===== config.mk =====
export PLATFORM = sky130hd
export DESIGN_NAME = seg_cmd_decoder
export DESIGN_NICKNAME = d
export VERILOG_FILES = /design/src/rtl/seg_cmd_decoder.sv
export SDC_FILE = /design/constraint.sdc
export NUM_CORES = 1
export LEC_CHECK = 0
export ABC_AREA = 1
export ABC_CLOCK_PERIOD_IN_PS = 2800
export BUFFER_PORTS_ARGS = -buffer_cell sky130_fd_sc_hd__buf_2
export CORE_ASPECT_RATIO = 1.5
export CORE_MARGIN = 5
export CORE_UTILIZATION = 35
export DETAILED_ROUTE_END_ITERATION = 10
export PLACE_DENSITY_LB_ADDON = 0.15
export SYNTH_ARGS = -nofsm -noshare
export SYNTH_HDL_FRONTEND = slang
export SYNTH_SLANG_ARGS = --single-unit

===== constraint.sdc =====
create_clock -name i_clk -period 2.8 [get_ports i_clk]
set_input_delay 0.14 -clock i_clk [delete_from_list [all_inputs] [get_ports i_clk]]
set_output_delay 0.14 -clock i_clk [all_outputs]
set_load 0.05 [all_outputs]

===== src/rtl/seg_cmd_decoder.sv =====
// SPI command decoder driving a multiplexed, PWM-dimmed 7-segment display.
// Optional blink support is compiled in with the SEG_BLINK_EN macro.
module seg_cmd_decoder #(
  parameter int NUM_DIGITS = 4,
  parameter int SCAN_DIV   = 1024
) (
  input  logic                  i_clk,
  input  logic                  i_rst_n,
  input  logic                  i_cs_n,
  input  logic                  i_rx_valid,
  input  logic [7:0]            i_rx_data,
  output logic [7:0]            o_tx_data,
  output logic                  o_tx_load,
  output logic [7:0]            o_seg,
  output logic [NUM_DIGITS-1:0] o_digit_en,
  output logic                  o_err
);

  localparam int CW = $clog2(SCAN_DIV);
  localparam int IW = (NUM_DIGITS > 1) ? $clog2(NUM_DIGITS) : 1;
  localparam logic [4:0] ND5 = 5'(NUM_DIGITS);

  typedef enum logic {
    S_IDLE,
    S_ARG
  } state_t;

  typedef enum logic [1:0] {
    OP_RAW,
    OP_HEX,
    OP_BRT,
    OP_BLK
  } op_t;

  state_t          r_state;
  op_t             r_op;
  logic [3:0]      r_dn;
  logic            r_bad;
  logic [7:0]      r_dig [NUM_DIGITS];
  logic [3:0]      r_brt;
  logic            r_err;
  logic [7:0]      r_tx_data;
  logic            r_tx_load;
  logic [CW-1:0]   r_scan;
  logic [IW-1:0]   r_idx;
  logic [7:0]      r_seg;
  logic [NUM_DIGITS-1:0] r_en;

  logic       w_is_raw;
  logic       w_is_hex;
  logic       w_is_brt;
  logic       w_is_clr;
  logic       w_is_sts;
  logic       w_dn_ok;
  logic [3:0] w_hi4;
  logic       w_on;
  logic       w_wrap;
  logic       w_blank;

  function automatic logic [6:0] hex7(input logic [3:0] v);
    case (v)
      4'h0:    hex7 = 7'h3F;
      4'h1:    hex7 = 7'h06;
      4'h2:    hex7 = 7'h5B;
      4'h3:    hex7 = 7'h4F;
      4'h4:    hex7 = 7'h66;
      4'h5:    hex7 = 7'h6D;
      4'h6:    hex7 = 7'h7D;
      4'h7:    hex7 = 7'h07;
      4'h8:    hex7 = 7'h7F;
      4'h9:    hex7 = 7'h6F;
      4'hA:    hex7 = 7'h77;
      4'hB:    hex7 = 7'h7C;
      4'hC:    hex7 = 7'h39;
      4'hD:    hex7 = 7'h5E;
      4'hE:    hex7 = 7'h79;
      default: hex7 = 7'h71;
    endcase
  endfunction

  assign w_is_raw = (i_rx_data[7:4] == 4'h1);
  assign w_is_hex = (i_rx_data[7:4] == 4'h2);
  assign w_is_brt = (i_rx_data == 8'h30);
  assign w_is_clr = (i_rx_data == 8'h40);
  assign w_is_sts = (i_rx_data == 8'h50);
  assign w_dn_ok  = ({1'b0, i_rx_data[3:0]} < ND5);

  assign w_hi4  = r_scan[CW-1 -: 4];
  assign w_on   = (w_hi4 <= r_brt);
  assign w_wrap = (r_scan == CW'(SCAN_DIV - 1));

`ifdef SEG_BLINK_EN
  logic                  w_is_blk;
  logic [NUM_DIGITS-1:0] r_blink;
  logic [7:0]            r_bcnt;

  assign w_is_blk = (i_rx_data == 8'h60);
  assign w_blank  = r_bcnt[7] & r_blink[r_idx];
`else
  assign w_blank = 1'b0;
`endif

  // Command FSM: opcode byte latches op and digit, argument byte commits
  always_ff @(posedge i_clk) begin
    if (!i_rst_n) begin
      r_state   <= S_IDLE;
      r_op      <= OP_RAW;
      r_dn      <= '0;
      r_bad     <= 1'b0;
      r_brt     <= 4'hF;
      r_err     <= 1'b0;
      r_tx_data <= 8'h00;
      r_tx_load <= 1'b0;
      for (int i = 0; i < NUM_DIGITS; i++) r_dig[i] <= 8'h00;
`ifdef SEG_BLINK_EN
      r_blink   <= '0;
`endif
    end else begin
      r_tx_load <= 1'b0;
      if (i_cs_n) begin
        r_state <= S_IDLE;
      end else if (i_rx_valid) begin
        unique case (r_state)
          S_IDLE: begin
            unique case (1'b1)
              w_is_raw, w_is_hex: begin
                r_op    <= w_is_raw ? OP_RAW : OP_HEX;
                r_dn    <= i_rx_data[3:0];
                r_bad   <= !w_dn_ok;
                r_state <= S_ARG;
                if (!w_dn_ok) r_err <= 1'b1;
              end
              w_is_brt: begin
                r_op    <= OP_BRT;
                r_bad   <= 1'b0;
                r_state <= S_ARG;
              end
`ifdef SEG_BLINK_EN
              w_is_blk: begin
                r_op    <= OP_BLK;
                r_bad   <= 1'b0;
                r_state <= S_ARG;
              end
`endif
              w_is_clr: begin
                for (int i = 0; i < NUM_DIGITS; i++) r_dig[i] <= 8'h00;
`ifdef SEG_BLINK_EN
                r_blink <= '0;
`endif
              end
              w_is_sts: begin
                r_tx_data <= {r_err, 3'b000, r_brt};
                r_tx_load <= 1'b1;
                r_err     <= 1'b0;
              end
              default: r_err <= 1'b1;
            endcase
          end
          S_ARG: begin
            r_state <= S_IDLE;
            if (!r_bad) begin
              unique case (r_op)
                OP_RAW: r_dig[r_dn[IW-1:0]] <= i_rx_data;
                OP_HEX: r_dig[r_dn[IW-1:0]] <=
                          {i_rx_data[7], hex7(i_rx_data[3:0])};
                OP_BRT: r_brt <= i_rx_data[3:0];
`ifdef SEG_BLINK_EN
                OP_BLK: r_blink <= i_rx_data[NUM_DIGITS-1:0];
`else
                OP_BLK: r_state <= S_IDLE;
`endif
              endcase
            end
          end
        endcase
      end
    end
  end

  // Scan slot counter and registered display drive
  always_ff @(posedge i_clk) begin
    if (!i_rst_n) begin
      r_scan <= '0;
      r_idx  <= '0;
      r_seg  <= 8'h00;
      r_en   <= '0;
`ifdef SEG_BLINK_EN
      r_bcnt <= 8'h00;
`endif
    end else begin
      r_scan <= w_wrap ? '0 : r_scan + CW'(1);
      if (w_wrap) begin
        r_idx <= (r_idx == IW'(NUM_DIGITS - 1)) ? '0 : r_idx + IW'(1);
`ifdef SEG_BLINK_EN
        r_bcnt <= r_bcnt + 8'd1;
`endif
      end
      if (w_on && !w_blank) begin
        r_en  <= NUM_DIGITS'(1) << r_idx;
        r_seg <= r_dig[r_idx];
      end else begin
        r_en  <= '0;
        r_seg <= 8'h00;
      end
    end
  end

  assign o_tx_data  = r_tx_data;
  assign o_tx_load  = r_tx_load;
  assign o_seg      = r_seg;
  assign o_digit_en = r_en;
  assign o_err      = r_err;

endmodule


# After elaboration in Yosys (flattened, before gate mapping)
# Memory sizes are Yosys's and may differ from the RTL's. A register that Yosys moved wholly into a read port is not among the register bits.
# Index checks and enable logic that the tools add are counted.
# totals
register_bits	33
ramBits	32
out_inout_bits	22
latchBits	0
memories	2
mem_bits_ro	112
input_bits	12
word_cells	100
# op_classes
n_lt_le_gt_ge	2
eq_ne	10
multipliers	0
n_div	0
n_shift	1
n_reduce_logical	17
n_bitwise	11
n_mux	44
addsub	2
# memory_table
memory	depth	width	read_ports	rd_ports_with_merged_regs	write_ports	line_no	source
(no name shown)	16	7	1	0	0	61	case (v)
r_dig	4	8	1	1	4	39	logic [7:0] r_dig [NUM_DIGITS];
# op_table
op	count
8-bit 2-to-1 mux	6
7-bit 2-to-1 mux	6
1-bit 2-to-1 mux	26
8-bit by 7-bit == test with 1-bit output, second input constant	2
4-bit AND reduction	3
10-bit by 1-bit adder with 10-bit output, second input constant	1
10-bit == test, second input constant	1
5-bit AND reduction	2
8-bit by 6-bit == test with 1-bit output, second input constant	1
2-bit OR reduction	4
8-bit OR reduction	1
1-bit inverter	6
1-bit OR	5
2-bit == test, second input constant	2
4-bit by 1-bit == test with 1-bit output, second input constant	1
4-bit by 2-bit == test with 1-bit output, second input constant	1
4-bit less-or-equal comparator	1
4-bit by 3-bit less-than comparator with 1-bit output, second input constant	1
2-bit 2-to-1 mux	2
1-bit one-hot mux with 2 select lines	2
2-bit one-hot mux with 2 select lines	1
4-bit OR reduction	1
1-bit by 2-bit left shift with 4-bit output, first input constant	1
1-bit one-hot mux with 3 select lines	1
8 further kinds	9

# Longest topological paths before layout
# Gate-level depths: netlist of the first run.
# logic_depth
depth_word	11
ltp_mapped	9
depth_no_buf	9

# Least setup slack after synthesis of the first run
# Ideal clock, no wire load.
# synth_path
path_kind	reg-to-reg
from	register r_state
to	memory r_dig[0][0] (enable)
setup_ps	329
arrival_ps	1185
required_ps	2471
stages_incl_launch_ff	7
path_slack_ps	1286
path_cell_list	dfxtp_1 > nand2_2 > nor3_4 > nand2_4 > nor2_4 > nand3_2 > nand2_1
# synth_lines
item	line_no	source
from (decl)	35	state_t r_state;
from (signal assigned)	106	r_state <= S_IDLE;
from (signal assigned)	121	r_state <= S_IDLE;
from (signal assigned)	130	r_state <= S_ARG;
to (decl)	39	

==> flow_metrics.py, run 1 <==
metrics = {
    "setup_path": {
        "cp-end-kind": "flip-flop",
        "worstPathRequired_ns": 2.80,
        "crit_family": "simple AND/OR/NAND/NOR gates",
        "rrSetupSlack_ns": 1.08,
        "crit_start": "r_state",
        "cp_cell_sequence": "nand2_2, nor3_4, nand2_4, nor2_4, nand3_2, nand2_1",
        "crit_fanout": 9,
        "r2r_start": "r_state",
        "slowest_delay_ns": 0.34,
        "worstReg2RegEnd": "r_dig[1][0]",
        "arrival_ns": 1.72,
        "startpoint_type": "flip-flop",
        "critical_path_cell_count": 6,
        "reg2regPathDepth": 6,
        "slowest_stage": "dfxtp_1",
        "worstSetupPathType": "flip-flop to flip-flop",
        "crit_path_end": "r_dig[1][0]",
        "crit_buf_inv": 0,
    },
    "floorplan": {
        "die_w_um": 91.7,
        "start_util": 0.360,
        "rows": 44,
        "die-area_mm2": 0.0122,
        "core_mm2": 0.00974,
        "ioPinCount": 34,
        "die_h_um": 133,
    },
    "power": {
        "intPower_mw": 1.93,
        "cellLeakagePower_nw": 1.79,
        "p_per_area_mw_per_mm2": 611,
        "p_switching_uw": 539,
        "max-vdd-ir-drop_v": 0.000296,
        "pwr-share-seq": 0.464,
        "clkPwrFrac": 0.471,
        "p_sw_frac": 0.218,
        "combPwrFrac": 0.065,
    },
    "global_routing": {
        "grt_pass1_wl_um": 12700,
        "antenna_found_initial": 0,
        "grt_usage": 0.132,
        "grt_overflow": 0,
        "grt_pass1_vias": 2733,
        "grt_max_degree": 22,
    },
    "logic_synthesis": {
        "synth-seq-area-share": 0.508,
        "synth_cells": 419,
        "ys_async_sr_fraction": 0,
        "synth_edf_count": 32,
        "syn_avg_cell_area_um2": 8.36,
        "synth_compound_area_frac": 0.102,
        "synthXorXnorAreaFrac": 0.00500,
        "synthAdderAreaFrac": 0.0464,
        "synth-simple-area-share": 0.266,
        "ys.flop_type": "dfxtp_1",
        "ys_warn_count": 0,
        "synth_area_mm2": 0.00350,
        "synth_cell_type_count": 31,
        "synthMuxAreaShare": 0,
        "synth_top_family_by_area": "simple AND/OR/NAND/NOR gates",
        "ys_ff_latch": 73,
    },
    "worst_hold_path": {
        "hold_class": "input port to flip-flop",
    },
    "sta": {
        "min_period_ns": 1.72,
        "slew_headroom": 0.598,
        "fin_crit_sh": 0.614,
        "clock_skew_ns": 0.00692,
        "setup_tns_ns": 0,
        "max_freq_ghz": 0.582,
        "setup_violations": 0,
        "rsz0062_at_grt": "no",
        "worst_pin_slew_ns": 0.596,
        "setup_slack_ns": 1.08,
        "holdWs_ns": 0.0908,
        "drv_slew": 0,
        "hold_violations": 0,
    },
    "cts": {
        "cts_root_buf": "clkbuf_16",
        "cts_htree_levels": 3,
        "post_cts_resized": 0,
        "clock_sinks": 73,
        "clk_pin_slew_ns": 0.06,
        "post_cts_buffers": 0,
        "cts_tree": "yes",
        "clock_latency_ns": 0.33,
        "cts_made_buffers": 9,
        "cts_buffer_depth": 2,
        "hold_buffers": 0,
    },
    "flow_run": {
        "maxCapViolations": 0,
    },
    "routing": {
        "vias": 2711,
        "route.detailed.drc": 0,
        "dr.first_iter.drc_count": 139,
        "finalWirelength_um": 7530,
        "post_drt_wl_per_cell_um": 13.2,
        "via_per_inst": 4.76,
        "ant_nets": 0,
        "drt_pre_antenna_iters": 4,
    },
    "final_layout": {
        "syn2layout_area_growth_pct": 15.4,
        "diodes": 0,
        "final_nets": 475,
        "drive_above_1_share": 0.158,
        "fillers": 1007,
        "most-common-layout-cells": "nand2_1, nor2_1, dfxtp_1",
        "final_common_cell": "nand2_1",
    },
    "placed_design": {
        "place.detailed.hpwl_um": 5860,
        "routabilityCongestion": 0.883,
        "dpl_worst_slack_ns": 0.960,
        "portBuffers": 30,
    },
    "run_status": {
        "status": "finished, final reports clean",
    },
}
-- synthesized netlist by cell type (6+ instances only) --
master | instances | area (um2)
ha_1 | 13 | 163
inv_1 | 39 | 146
nand4_1 | 7 | 43.8
a21oi_1 | 36 | 180
dfxtp_1 | 41 | 821
o21ai_2 | 6 | 52.6
edfxtp_1 | 32 | 961
o21ai_0 | 21 | 105
nor2_1 | 58 | 218
nand3_1 | 12 | 60.1
nand2_2 | 9 | 56.3
nand2_1 | 106 | 398
-- worst min-delay path by stage --
stage	from	endpoint	slack, ns	cells past startpoint
2_1_floorplan	i_rx_data[1]	r_brt[1]	0.27	2
3_3_place_gp	i_rx_valid	r_state	0.42	3
3_5_place_dp	i_rx_valid	r_state	0.44	3
4_1_cts	i_rx_valid	r_state	0.08	3
5_1_grt	i_rx_valid	r_state	0.09	3
6_report	i_rx_valid	r_state	0.09	3
-- worst min-delay path: stages --
cell and delay [ns]:
buf_2 0.12, nand2_1 0.06, a21oi_1 0.06
-- layout make-up --
type | instances | area [um2] | area share
tap | 115 | 144 | 0.0356
timing repair buffer | 31 | 158 | 0.0390
inverter | 43 | 161 | 0.0399
multi-input combinational | 292 | 1480 | 0.367
clock buffer | 15 | 310 | 0.0768
sequential | 73 | 1780 | 0.441
clock inverter | 1 | 5.00 | 0.00124
-- power groups by stage --
stage / logic (mW) / clock network (mW) / registers (mW)
3_5_place_dp: 0.161 / 0 / 1.17
5_1_grt: 0.178 / 1.24 / 1.15
2_1_floorplan: 0.0973 / 0 / 1.19
3_3_place_gp: 0.160 / 0 / 1.17
4_1_cts: 0.162 / 1.20 / 1.15
6_report: 0.160 / 1.16 / 1.15
-- per-stage QoR --
| step | std cells | area [um2] | power, mW | util |
|---|---|---|---|---|
| 3_5_place_dp | 554 | 3730 | 1.33 | 0.383 |
| 5_1_grt | 570 | 4040 | 2.57 | 0.415 |
| 6_report | 570 | 4040 | 2.47 | 0.415 |
| 3_3_place_gp | 554 | 3730 | 1.33 | 0.383 |
| 4_1_cts | 570 | 4040 | 2.51 | 0.415 |
| 2_1_floorplan | 421 | 3510 | 1.29 | - |
-- sequential cells by signal, summed over array words and instances, names as in the netlist, 2 cells and up --
register and cells:
r_op 2, o_tx_data 5, r_dn 2, o_digit_en 4, o_seg 8, r_idx 2, r_dig 32, r_brt 4
r_scan 10
-- metal layers --
| layer | vias up | GRT usage | part of all wire |
|---|---|---|---|
| li1 | 1417 | - | - |
| met1 | 1221 | 0.145 | 0.42 |
| met2 | 58 | 0.233 | 0.51 |
| met4 | 0 | 0.0653 | 0.030 |
| met3 | 15 | 0.0324 | 0.039 |
| met5 | - | 0 | 0 |
-- cell families after synthesis --
kind of cell | Yosys count
AOI/OAI and AO/OA | 66
xor gates and xnor gates | 2
adders and majority gates | 13
buffers and inverters | 56
DFF | 73
other | 1
and+or+nand+nor | 208
(Power assumes the default switching activity.)
==> run 2: changes to the inputs <==
Settings changed: ABC_CLOCK_PERIOD_IN_PS 2800 to 1700.
Clock period 2.8 ns to 1.7 ns, I/O delays scaled along.
==> run 2 against run 1 <==
  * Worst setup slack lost 0.95 ns
  * Global-route usage increased by 0.80 points
  * Cell count increased by 3.0%
  * Flip-flop and latch count is the same
  * Register-to-register slack got worse by 0.95 ns
  * Power rose by 67%
  * Fmax is 9.7% higher
  * Clock power rose by 68%
  * Via count up 2.2%
==> flow_metrics.py, run 2 (synthesis gave the netlist of run 1 again) <==
metrics = {
    "run_status": {
        "status": "finished, final reports clean",
    },
    "setup_path": {
        "arrival_ns": 1.56,
        "crit_buf_inv": 0,
        "worstPathRequired_ns": 1.70,
        "slowest_stage": "dfxtp_1",
        "slowest_delay_ns": 0.34,
        "cp_cell_sequence": "nand2_2, nor3_4, nand2_4, nor2_4, nand3_2, nand2_1",
        "crit_fanout": 8,
        "crit_family": "simple AND/OR/NAND/NOR gates",
        "cp-end-kind": "flip-flop",
        "worstSetupPathType": "flip-flop to flip-flop",
        "startpoint_type": "flip-flop",
    },
    "sta": {
        "setup_tns_ns": 0,
        "slew_headroom": 0.634,
        "worst_pin_slew_ns": 0.546,
        "drv_slew": 0,
        "rsz0062_at_grt": "no",
        "hold_violations": 0,
        "clock_skew_ns": 0.00552,
        "fin_crit_sh": 0.921,
        "setup_violations": 0,
        "max_freq_ghz": 0.639,
        "min_period_ns": 1.57,
    },
    "final_layout": {
        "final_area_mm2": 0.00418,
        "final_cells": 587,
        "drive_above_1_share": 0.197,
        "final_nets": 492,
        "syn2layout_area_growth_pct": 19.2,
        "diodes": 0,
        "most-common-layout-cells": "nand2_1, nor2_1, dfxtp_1",
        "largest_register_ffs": 32,
        "final_common_cell": "nand2_1",
        "regMostFlops": "r_dig",
    },
    "floorplan": {
        "die_h_um": 133,
        "die-area_mm2": 0.0122,
        "die_w_um": 91.7,
        "rows": 44,
        "start_util": 0.360,
        "ioPinCount": 34,
        "core_mm2": 0.00974,
    },
    "cts": {
        "cts_made_buffers": 9,
        "cts_htree_levels": 3,
        "clock_sinks": 73,
        "hold_buffers": 0,
        "clock_latency_ns": 0.33,
        "cts_tree": "yes",
        "cts_root_buf": "clkbuf_16",
        "clk_pin_slew_ns": 0.05,
        "cts_buffer_depth": 2,
    },
    "routing": {
        "ant_nets": 0,
        "vias": 2770,
        "finalWirelength_um": 8110,
        "drt_pre_antenna_iters": 4,
        "route.detailed.drc": 0,
        "via_per_inst": 4.72,
        "post_drt_wl_per_cell_um": 13.8,
        "dr.first_iter.drc_count": 108,
    },
    "flow_run": {
        "maxCapViolations": 0,
    },
    "worst_hold_path": {
        "hold_class": "input port to flip-flop",
    },
    "placed_design": {
        "place.detailed.hpwl_um": 6330,
        "placed_area_mm2": 0.00385,
        "routabilityCongestion": 0.859,
        "portBuffers": 30,
        "placedCellCount": 571,
    },
    "power": {
        "cellLeakagePower_nw": 1.88,
        "max-vdd-ir-drop_v": 0.000487,
        "p_per_area_mw_per_mm2": 987,
    },
    "global_routing": {
        "grt_overflow": 0,
        "grt_max_degree": 22,
        "antenna_found_initial": 0,
        "grt_pass1_wl_um": 13300,
        "grt_usage": 0.140,
        "grt_pass1_vias": 2778,
    },
}
-- run 2: cell type report --
class / count / area (um2)
Clock buffer: 13 / 303
Clock inverter: 3 / 16.3
Fill cell: 992 / 5570
Inverter: 43 / 161
Multi-Input combinational cell: 292 / 1490
Sequential cell: 73 / 1780
Tap cell: 115 / 144
Timing Repair Buffer: 48 / 285
-- run 2: where the power goes --
group / switching, mW / internal [mW] / total, mW
Sequential: 0.0167 / 1.87 / 1.89
Clock: 0.709 / 1.24 / 1.95
Combinational: 0.205 / 0.0800 / 0.285
Total: 0.930 / 3.19 / 4.12
-- run 2: routing by layer --
metal / wire length (um) / track usage / vias up
met5: 0 / 0 / -
met4: 148 / 0.0554 / 0
met3: 330 / 0.0364 / 11
met2: 4360 / 0.254 / 57
met1: 3270 / 0.153 / 1252
li1: - / - / 1450
-- run 2: worst reg2reg max path, delay by kind of cell (launching register included) --
family | cells | cell delay (ns)
flops | 1 | 0.34
simple gates | 6 | 0.90
-- run 2: per-stage QoR --
step	setup slack (ns)	utilization	power [mW]	hold WS (ns)
floorplan	0.186	-	2.12	0.211
detailed placement	0.0857	0.396	2.21	0.373
global route	0.0107	0.429	4.29	0.0336
CTS	0.0809	0.428	4.17	0.0189
finish	0.134	0.429	4.12	0.0311
global placement	0.113	0.396	2.21	0.373
-- run 2: path summary, 6_finish.rpt --
path / startpoint / to / slack [ns] / cells past startpoint
worst max register to register: r_state / r_dig[1][1] / 0.13 / 6
worst min-delay path: i_rx_valid / r_state / 0.03 / 3
worst min register to register: o_tx_data[7] / o_tx_data[7] / 0.44 / 2
worst max-delay path: r_state / r_dig[1][1] / 0.13 / 6
-- run 2: what timing repair did --
action	CTS	global route
gates resized for setup	0	2
endpoints found under the setup margin	0	16
setup buffers	0	0
